`src/rtl/multi_dataflow_engine_ctrl_if.sv`:
```
// multi_dataflow_engine_ctrl_if: engine control inputs plus streamer/kernel handshakes gated by the engine
interface multi_dataflow_engine_ctrl_if #(
  parameter int CNT_W = 32,
  parameter int CFG_W = 32
);
  logic             clear_i;
  logic             enable_i;
  logic             start_i;
  logic [CNT_W-1:0] cnt_limit_i;
  logic [CFG_W-1:0] configuration_i;
  logic             in_pel_valid_i;
  logic             in_pel_ready_o;
  logic             in_size_valid_i;
  logic             in_size_ready_o;
  logic             k_in_pel_valid_o;
  logic             k_in_pel_ready_i;
  logic             k_in_size_valid_o;
  logic             k_in_size_ready_i;
  logic             k_out_pel_valid_i;
  logic             k_out_pel_ready_o;
  logic             out_pel_valid_o;
  logic             out_pel_ready_i;
  logic             k_start_o;
  logic [CFG_W-1:0] k_configuration_o;
  logic             ready_o;
  logic             done_o;
  logic [CNT_W-1:0] cnt_out_pel_o;
  modport slave (
    input  clear_i, enable_i, start_i, cnt_limit_i, configuration_i,
           in_pel_valid_i, in_size_valid_i, k_in_pel_ready_i, k_in_size_ready_i,
           k_out_pel_valid_i, out_pel_ready_i,
    output in_pel_ready_o, in_size_ready_o, k_in_pel_valid_o, k_in_size_valid_o,
           k_out_pel_ready_o, out_pel_valid_o, k_start_o, k_configuration_o,
           ready_o, done_o, cnt_out_pel_o
  );
  modport master (
    output clear_i, enable_i, start_i, cnt_limit_i, configuration_i,
           in_pel_valid_i, in_size_valid_i, k_in_pel_ready_i, k_in_size_ready_i,
           k_out_pel_valid_i, out_pel_ready_i,
    input  in_pel_ready_o, in_size_ready_o, k_in_pel_valid_o, k_in_size_valid_o,
           k_out_pel_ready_o, out_pel_valid_o, k_start_o, k_configuration_o,
           ready_o, done_o, cnt_out_pel_o
  );
endinterface

```
`src/rtl/multi_dataflow_engine_ctrl.sv`:
```
// multi_dataflow_engine_ctrl: runs one job at a time, gating stream handshakes and counting output beats
module multi_dataflow_engine_ctrl #(
  parameter int CNT_W = 32,
  parameter int CFG_W = 32
) (
  input logic                         clk_i,
  input logic                         rst_i,
  multi_dataflow_engine_ctrl_if.slave bus
);
  typedef enum logic [1:0] {IDLE, RUN, DONE} state_e;
  state_e           state_q, state_d;
  logic [CNT_W-1:0] cnt_q, cnt_d, limit_q, limit_d;
  logic [CFG_W-1:0] cfg_q, cfg_d;
  logic             k_start_q, k_start_d;
  logic             run_en, out_en, fire;
  // beats pass only while a job runs and is enabled; output also stops at the limit
  always_comb begin
    run_en                 = state_q == RUN && bus.enable_i;
    out_en                 = run_en && cnt_q < limit_q;
    bus.k_in_pel_valid_o   = run_en & bus.in_pel_valid_i;
    bus.in_pel_ready_o     = run_en & bus.k_in_pel_ready_i;
    bus.k_in_size_valid_o  = run_en & bus.in_size_valid_i;
    bus.in_size_ready_o    = run_en & bus.k_in_size_ready_i;
    bus.out_pel_valid_o    = out_en & bus.k_out_pel_valid_i;
    bus.k_out_pel_ready_o  = out_en & bus.out_pel_ready_i;
    fire                   = out_en & bus.k_out_pel_valid_i & bus.out_pel_ready_i;
    bus.ready_o            = state_q == IDLE;
    bus.done_o             = state_q == DONE;
    bus.cnt_out_pel_o      = cnt_q;
    bus.k_configuration_o  = cfg_q;
    bus.k_start_o          = k_start_q;
  end
  // job sequencing: clear overrides everything, accept latches the job, fires advance the count
  always_comb begin
    state_d   = state_q;
    cnt_d     = cnt_q;
    limit_d   = limit_q;
    cfg_d     = cfg_q;
    k_start_d = 1'b0;
    if (bus.clear_i) begin
      state_d = IDLE;
      cnt_d   = '0;
    end else if (state_q == IDLE && bus.start_i && bus.enable_i) begin
      cfg_d     = bus.configuration_i;
      limit_d   = bus.cnt_limit_i;
      cnt_d     = '0;
      k_start_d = 1'b1;
      state_d   = bus.cnt_limit_i == '0 ? DONE : RUN;
    end else if (fire) begin
      cnt_d   = cnt_q + 1'b1;
      state_d = cnt_d == limit_q ? DONE : RUN;
    end
  end
  // state registers; the kernel start pulse lands with the freshly latched configuration
  always_ff @(posedge clk_i) begin
    if (rst_i) begin
      state_q   <= IDLE;
      cnt_q     <= '0;
      limit_q   <= '0;
      cfg_q     <= '0;
      k_start_q <= 1'b0;
    end else begin
      state_q   <= state_d;
      cnt_q     <= cnt_d;
      limit_q   <= limit_d;
      cfg_q     <= cfg_d;
      k_start_q <= k_start_d;
    end
  end
endmodule
```
`src/flat_wrapper.sv`:
```
// flat-port wrapper written by rule: the top's interface ports become plain ports
module multi_dataflow_engine_ctrl_flat 
#(
  parameter int CNT_W = 32,
  parameter int CFG_W = 32
)
  (clk_i, rst_i, bus_clear_i, bus_enable_i, bus_start_i, bus_cnt_limit_i, bus_configuration_i, bus_in_pel_valid_i, bus_in_size_valid_i, bus_k_in_pel_ready_i, bus_k_in_size_ready_i, bus_k_out_pel_valid_i, bus_out_pel_ready_i, bus_in_pel_ready_o, bus_in_size_ready_o, bus_k_in_pel_valid_o, bus_k_in_size_valid_o, bus_k_out_pel_ready_o, bus_out_pel_valid_o, bus_k_start_o, bus_k_configuration_o, bus_ready_o, bus_done_o, bus_cnt_out_pel_o);
  multi_dataflow_engine_ctrl_if #(.CNT_W(CNT_W), .CFG_W(CFG_W)) bus_i ();
  input logic clk_i;
  input logic rst_i;
  input wire logic [$bits(bus_i.clear_i)-1:0] bus_clear_i;
  input wire logic [$bits(bus_i.enable_i)-1:0] bus_enable_i;
  input wire logic [$bits(bus_i.start_i)-1:0] bus_start_i;
  input wire logic [$bits(bus_i.cnt_limit_i)-1:0] bus_cnt_limit_i;
  input wire logic [$bits(bus_i.configuration_i)-1:0] bus_configuration_i;
  input wire logic [$bits(bus_i.in_pel_valid_i)-1:0] bus_in_pel_valid_i;
  input wire logic [$bits(bus_i.in_size_valid_i)-1:0] bus_in_size_valid_i;
  input wire logic [$bits(bus_i.k_in_pel_ready_i)-1:0] bus_k_in_pel_ready_i;
  input wire logic [$bits(bus_i.k_in_size_ready_i)-1:0] bus_k_in_size_ready_i;
  input wire logic [$bits(bus_i.k_out_pel_valid_i)-1:0] bus_k_out_pel_valid_i;
  input wire logic [$bits(bus_i.out_pel_ready_i)-1:0] bus_out_pel_ready_i;
  output wire logic [$bits(bus_i.in_pel_ready_o)-1:0] bus_in_pel_ready_o;
  output wire logic [$bits(bus_i.in_size_ready_o)-1:0] bus_in_size_ready_o;
  output wire logic [$bits(bus_i.k_in_pel_valid_o)-1:0] bus_k_in_pel_valid_o;
  output wire logic [$bits(bus_i.k_in_size_valid_o)-1:0] bus_k_in_size_valid_o;
  output wire logic [$bits(bus_i.k_out_pel_ready_o)-1:0] bus_k_out_pel_ready_o;
  output wire logic [$bits(bus_i.out_pel_valid_o)-1:0] bus_out_pel_valid_o;
  output wire logic [$bits(bus_i.k_start_o)-1:0] bus_k_start_o;
  output wire logic [$bits(bus_i.k_configuration_o)-1:0] bus_k_configuration_o;
  output wire logic [$bits(bus_i.ready_o)-1:0] bus_ready_o;
  output wire logic [$bits(bus_i.done_o)-1:0] bus_done_o;
  output wire logic [$bits(bus_i.cnt_out_pel_o)-1:0] bus_cnt_out_pel_o;
  assign bus_i.clear_i = bus_clear_i;
  assign bus_i.enable_i = bus_enable_i;
  assign bus_i.start_i = bus_start_i;
  assign bus_i.cnt_limit_i = bus_cnt_limit_i;
  assign bus_i.configuration_i = bus_configuration_i;
  assign bus_i.in_pel_valid_i = bus_in_pel_valid_i;
  assign bus_i.in_size_valid_i = bus_in_size_valid_i;
  assign bus_i.k_in_pel_ready_i = bus_k_in_pel_ready_i;
  assign bus_i.k_in_size_ready_i = bus_k_in_size_ready_i;
  assign bus_i.k_out_pel_valid_i = bus_k_out_pel_valid_i;
  assign bus_i.out_pel_ready_i = bus_out_pel_ready_i;
  assign bus_in_pel_ready_o = bus_i.in_pel_ready_o;
  assign bus_in_size_ready_o = bus_i.in_size_ready_o;
  assign bus_k_in_pel_valid_o = bus_i.k_in_pel_valid_o;
  assign bus_k_in_size_valid_o = bus_i.k_in_size_valid_o;
  assign bus_k_out_pel_ready_o = bus_i.k_out_pel_ready_o;
  assign bus_out_pel_valid_o = bus_i.out_pel_valid_o;
  assign bus_k_start_o = bus_i.k_start_o;
  assign bus_k_configuration_o = bus_i.k_configuration_o;
  assign bus_ready_o = bus_i.ready_o;
  assign bus_done_o = bus_i.done_o;
  assign bus_cnt_out_pel_o = bus_i.cnt_out_pel_o;
  multi_dataflow_engine_ctrl #(.CNT_W(CNT_W), .CFG_W(CFG_W)) u_core (.clk_i(clk_i), .rst_i(rst_i), .bus(bus_i));
endmodule
```
`config.mk`:
```
export PLATFORM = sky130hd
export DESIGN_NAME = multi_dataflow_engine_ctrl_flat
export DESIGN_NICKNAME = d
export VERILOG_FILES = /design/src/rtl/multi_dataflow_engine_ctrl_if.sv /design/src/rtl/multi_dataflow_engine_ctrl.sv /design/src/flat_wrapper.sv
export SDC_FILE = /design/constraint.sdc
export NUM_CORES = 1
export LEC_CHECK = 0
export ABC_AREA = 1
export BUFFER_PORTS_ARGS = -buffer_cell sky130_fd_sc_hd__buf_2
export CORE_UTILIZATION = 60
export CTS_BUF_LIST = sky130_fd_sc_hd__clkbuf_8
export CTS_CLUSTER_SIZE = 25
export DETAILED_ROUTE_END_ITERATION = 16
export MAX_ROUTING_LAYER = met4
export PLACE_DENSITY = 0.89
export REMOVE_ABC_BUFFERS = 1
export SLEW_MARGIN = 10
export SYNTH_ARGS = -nofsm -noshare
export SYNTH_HDL_FRONTEND = slang
export SYNTH_SLANG_ARGS = --single-unit
```
`constraint.sdc`:
```
create_clock -name clk_i -period 5.1 [get_ports clk_i]
set_input_delay 0.255 -clock clk_i [delete_from_list [all_inputs] [get_ports clk_i]]
set_output_delay 0.255 -clock clk_i [all_outputs]
set_load 0.02 [all_outputs]
```
==> impl_metrics.py <==
metrics = {
    "sta": {
        "fin_worst_skew_ns": 0.0148,
        "rsz0062_at_grt": "false",
        "fmax_mhz": 293,
        "maxSlewHeadroom_pct": 33.4,
        "fin_setup_tns_ns": 0,
        "min_period_ns": 3.41,
        "report.final.slew_viol_count": 0,
        "worst_pin_slew_ns": 0.998,
        "finalCritPeriodShare_pct": 66.9,
        "setup_viol": 0,
        "hold_violations": 0,
    },
    "clocking": {
        "clk_latency_ns": 0.39,
        "clkTransAtPathRegs_ns": 0.11,
        "cts_buffers": 9,
        "cts_root_buf": "clkbuf_8",
        "tritoncts": "yes",
        "cts_sinks": 99,
        "cts_resized": 0,
        "clk_path_buf_depth": 2,
        "cts_hold_buf": 0,
        "htreeDepth": 3,
        "postCtsSetupBuffers": 0,
    },
    "yosys": {
        "synth_xor_area_share_pct": 0.444,
        "yosysWarnings": 0,
        "synth_edf_count": 0,
        "synthMuxAreaShare_pct": 0,
        "synth_top_area_share_pct": 33.5,
        "synth_area_leaders": "dfxtp_1 34%, nand2_1 16%, a21oi_1 9.1%",
        "ys.flop_type": "dfxtp_1",
        "synthAdderAreaFrac_pct": 6.98,
        "yosysTopAreaCell": "dfxtp_1",
        "ys_async_sr_fraction_pct": 0,
        "yosysSeqAreaShare_pct": 33.5,
        "synthCells": 928,
        "synth_top_family_by_area": "simple AND/OR/NAND/NOR gates",
        "synth_seq_cells": 99,
        "synth_cell_types": 29,
        "synth_compound_area_share_pct": 16.1,
        "postSynthAreaPerCell_um2": 6.37,
        "synthSimpleGateAreaFrac_pct": 34.5,
        "synth_area_mm2": 0.00591,
    },
    "layout": {
        "ff_latch_area_mm2": 0.00198,
        "mostFrequentLayoutCells": "256 x nand2_1, 147 x buf_2, 108 x a21oi_1",
        "final_common_cell": "nand2_1",
        "drive_gt1_share_pct": 17.5,
        "nFillCells": 839,
        "nNetsFinal": 1166,
        "multi_input_area_mm2": 0.00344,
        "insertedDiodeCount": 0,
        "final_util_pct": 74.1,
        "design_area_mm2": 0.00694,
        "area_delta_synth_final_pct": 17.4,
    },
    "outcome": {
        "status": "complete, no violations",
    },
    "worst_setup_path": {
        "cp-end-kind": "register",
        "worstPathRequired_ns": 5.42,
        "cp-startpoint": "u_core.bus.cnt_out_pel_o[23]",
        "reg2reg_depth": 12,
        "timing.rr.end": "u_core.bus.cnt_out_pel_o[2]",
        "crit_end": "u_core.bus.cnt_out_pel_o[2]",
        "r2r_start": "u_core.bus.cnt_out_pel_o[23]",
        "regToRegSetupSlack_ns": 1.69,
        "arrival_ns": 3.73,
        "crit_fanout": 26,
        "worstSetupPathType": "reg2reg",
        "critical_path.startpoint_type": "register",
    },
    "route": {
        "via_count": 6763,
        "drcViolationCount": 0,
        "drtAntennaViolNets": 0,
        "drtPass1Iterations": 5,
        "routed_wl_mm": 17.8,
        "wl_per_cell_um": 14.9,
        "drt_iter0_markers": 482,
        "viasPerCell": 5.67,
    },
    "placed_design": {
        "placed_area_mm2": 0.00673,
        "gp_congestion": 0.966,
        "dpl.hpwl_mm": 13.2,
        "io_buffers": 147,
    },
    "floorplan": {
        "dieArea_mm2": 0.0103,
        "die_x_um": 101,
        "fp.dieH_um": 101,
        "rows": 35,
        "core_mm2": 0.00937,
        "start_util_pct": 63.1,
        "io_pins": 148,
    },
    "grt": {
        "overflow": 0,
        "antenna_found_initial": 0,
        "use_met3_pct": 6.21,
        "grt_pass1_wl_mm": 28.4,
        "grt_use_total_pct": 36.9,
        "grt-busiest-layer": "met2",
        "grt_use_met1_pct": 46.1,
        "grt_pass1_vias": 5937,
        "grt_max_degree": 52,
        "use_met2_pct": 60.2,
    },
    "pwr": {
        "leakagePower_nw": 3.23,
        "power_mw": 1.57,
        "power.density_mw_per_mm2": 226,
        "ir_drop_uv": 293,
    },
    "worst_hold_path": {
        "min_path_type": "in2reg",
    },
    "job": {
        "cap_violations": 0,
    },
}
cell type report:
class                   instances  share of cell area, %
multi-input cells             697                   49.6
flip-flops and latches         99                   28.6
repair buffers                152                   11.1
inverters                      99                   5.35
well taps                     129                   2.33
clock buffers                   9                   1.78
clock inverters                 7                   1.28
where the power goes:
group / internal, mW / leakage [nW] / switching [mW]
clock: 0.241 / 0.106 / 0.316
sequential: 0.796 / 0.803 / 0.0129
combinational: 0.0722 / 2.32 / 0.131
synthesized netlist by cell type, types with 2 or more instances:
cell type  count
nand2_2        2
nor2_4         5
nand3_1      103
inv_1         97
clkbuf_1      30
nor2_1        82
o21ai_0       70
nand4_1        5
buf_2          2
nand2_4        2
nand3b_1       2
nor4_1         8
a21oi_1      108
dfxtp_1       99
a211oi_1       4
ha_1          33
nor3_1         3
nand2_1      257
xor2_1         3
nor2_2         4
state kept, by name, summed over array words and instances, names as in the netlist:
register	flops
u_core.limit_q	32
u_core.state_q	2
u_core.bus.k_start_o	1
u_core.bus.cnt_out_pel_o	32
u_core.bus.k_configuration_o	32
per-stage QoR:
step	cells	hold WS (ns)	worst slack, ns
2_1_floorplan	895	0.324	0.247
3_3_place_gp	1176	0.445	2.03
3_5_place_dp	1176	0.451	1.84
4_1_cts	1192	0.115	1.83
5_1_grt	1192	0.123	1.36
6_report	1192	0.127	1.69
worst min-delay path by stage:
stage / to / from / depth (start not counted)
after floorplan: u_core.bus.k_configuration_o[0] / rst_i / 1
after global placement: u_core.bus.k_configuration_o[20] / u_core.bus.k_configuration_o[20] / 2
after detailed placement: u_core.bus.k_configuration_o[23] / u_core.bus.k_configuration_o[23] / 2
after CTS: u_core.bus.k_configuration_o[30] / bus_configuration_i[30] / 3
after global routing: u_core.bus.k_configuration_o[30] / bus_configuration_i[30] / 3
final: u_core.bus.k_configuration_o[8] / bus_configuration_i[8] / 3
metal layers:
metal / wire [um] / vias up
met5: 0 / -
met4: 478 / 0
met3: 1640 / 43
met2: 8290 / 381
met1: 7370 / 3037
li1: - / 3302
critical path, cell delays in order (launching register included):
cell	delay [ns]
dfxtp_1	0.47
ha_1	0.29
nand2_1	0.08
inv_1	0.06
nand3_1	0.10
inv_1	0.06
nand2_1	0.09
a41oi_1	0.11
nor2_1	0.13
nand4_1	0.77
inv_2	0.78
o21ai_0	0.21
a21oi_1	0.18
cells by family (layout without fill, tap and decap cells):
group	count (synthesis)	in the layout
AND/OR/NAND/NOR	475	475
AO/OA/AOI/OAI	186	186
XOR/XNOR	3	3
flip-flops	99	99
buffers and inverters	132	267
adder cells (fa/ha/maj)	33	33
No activity file was read; power rests on OpenSTA's default activity.
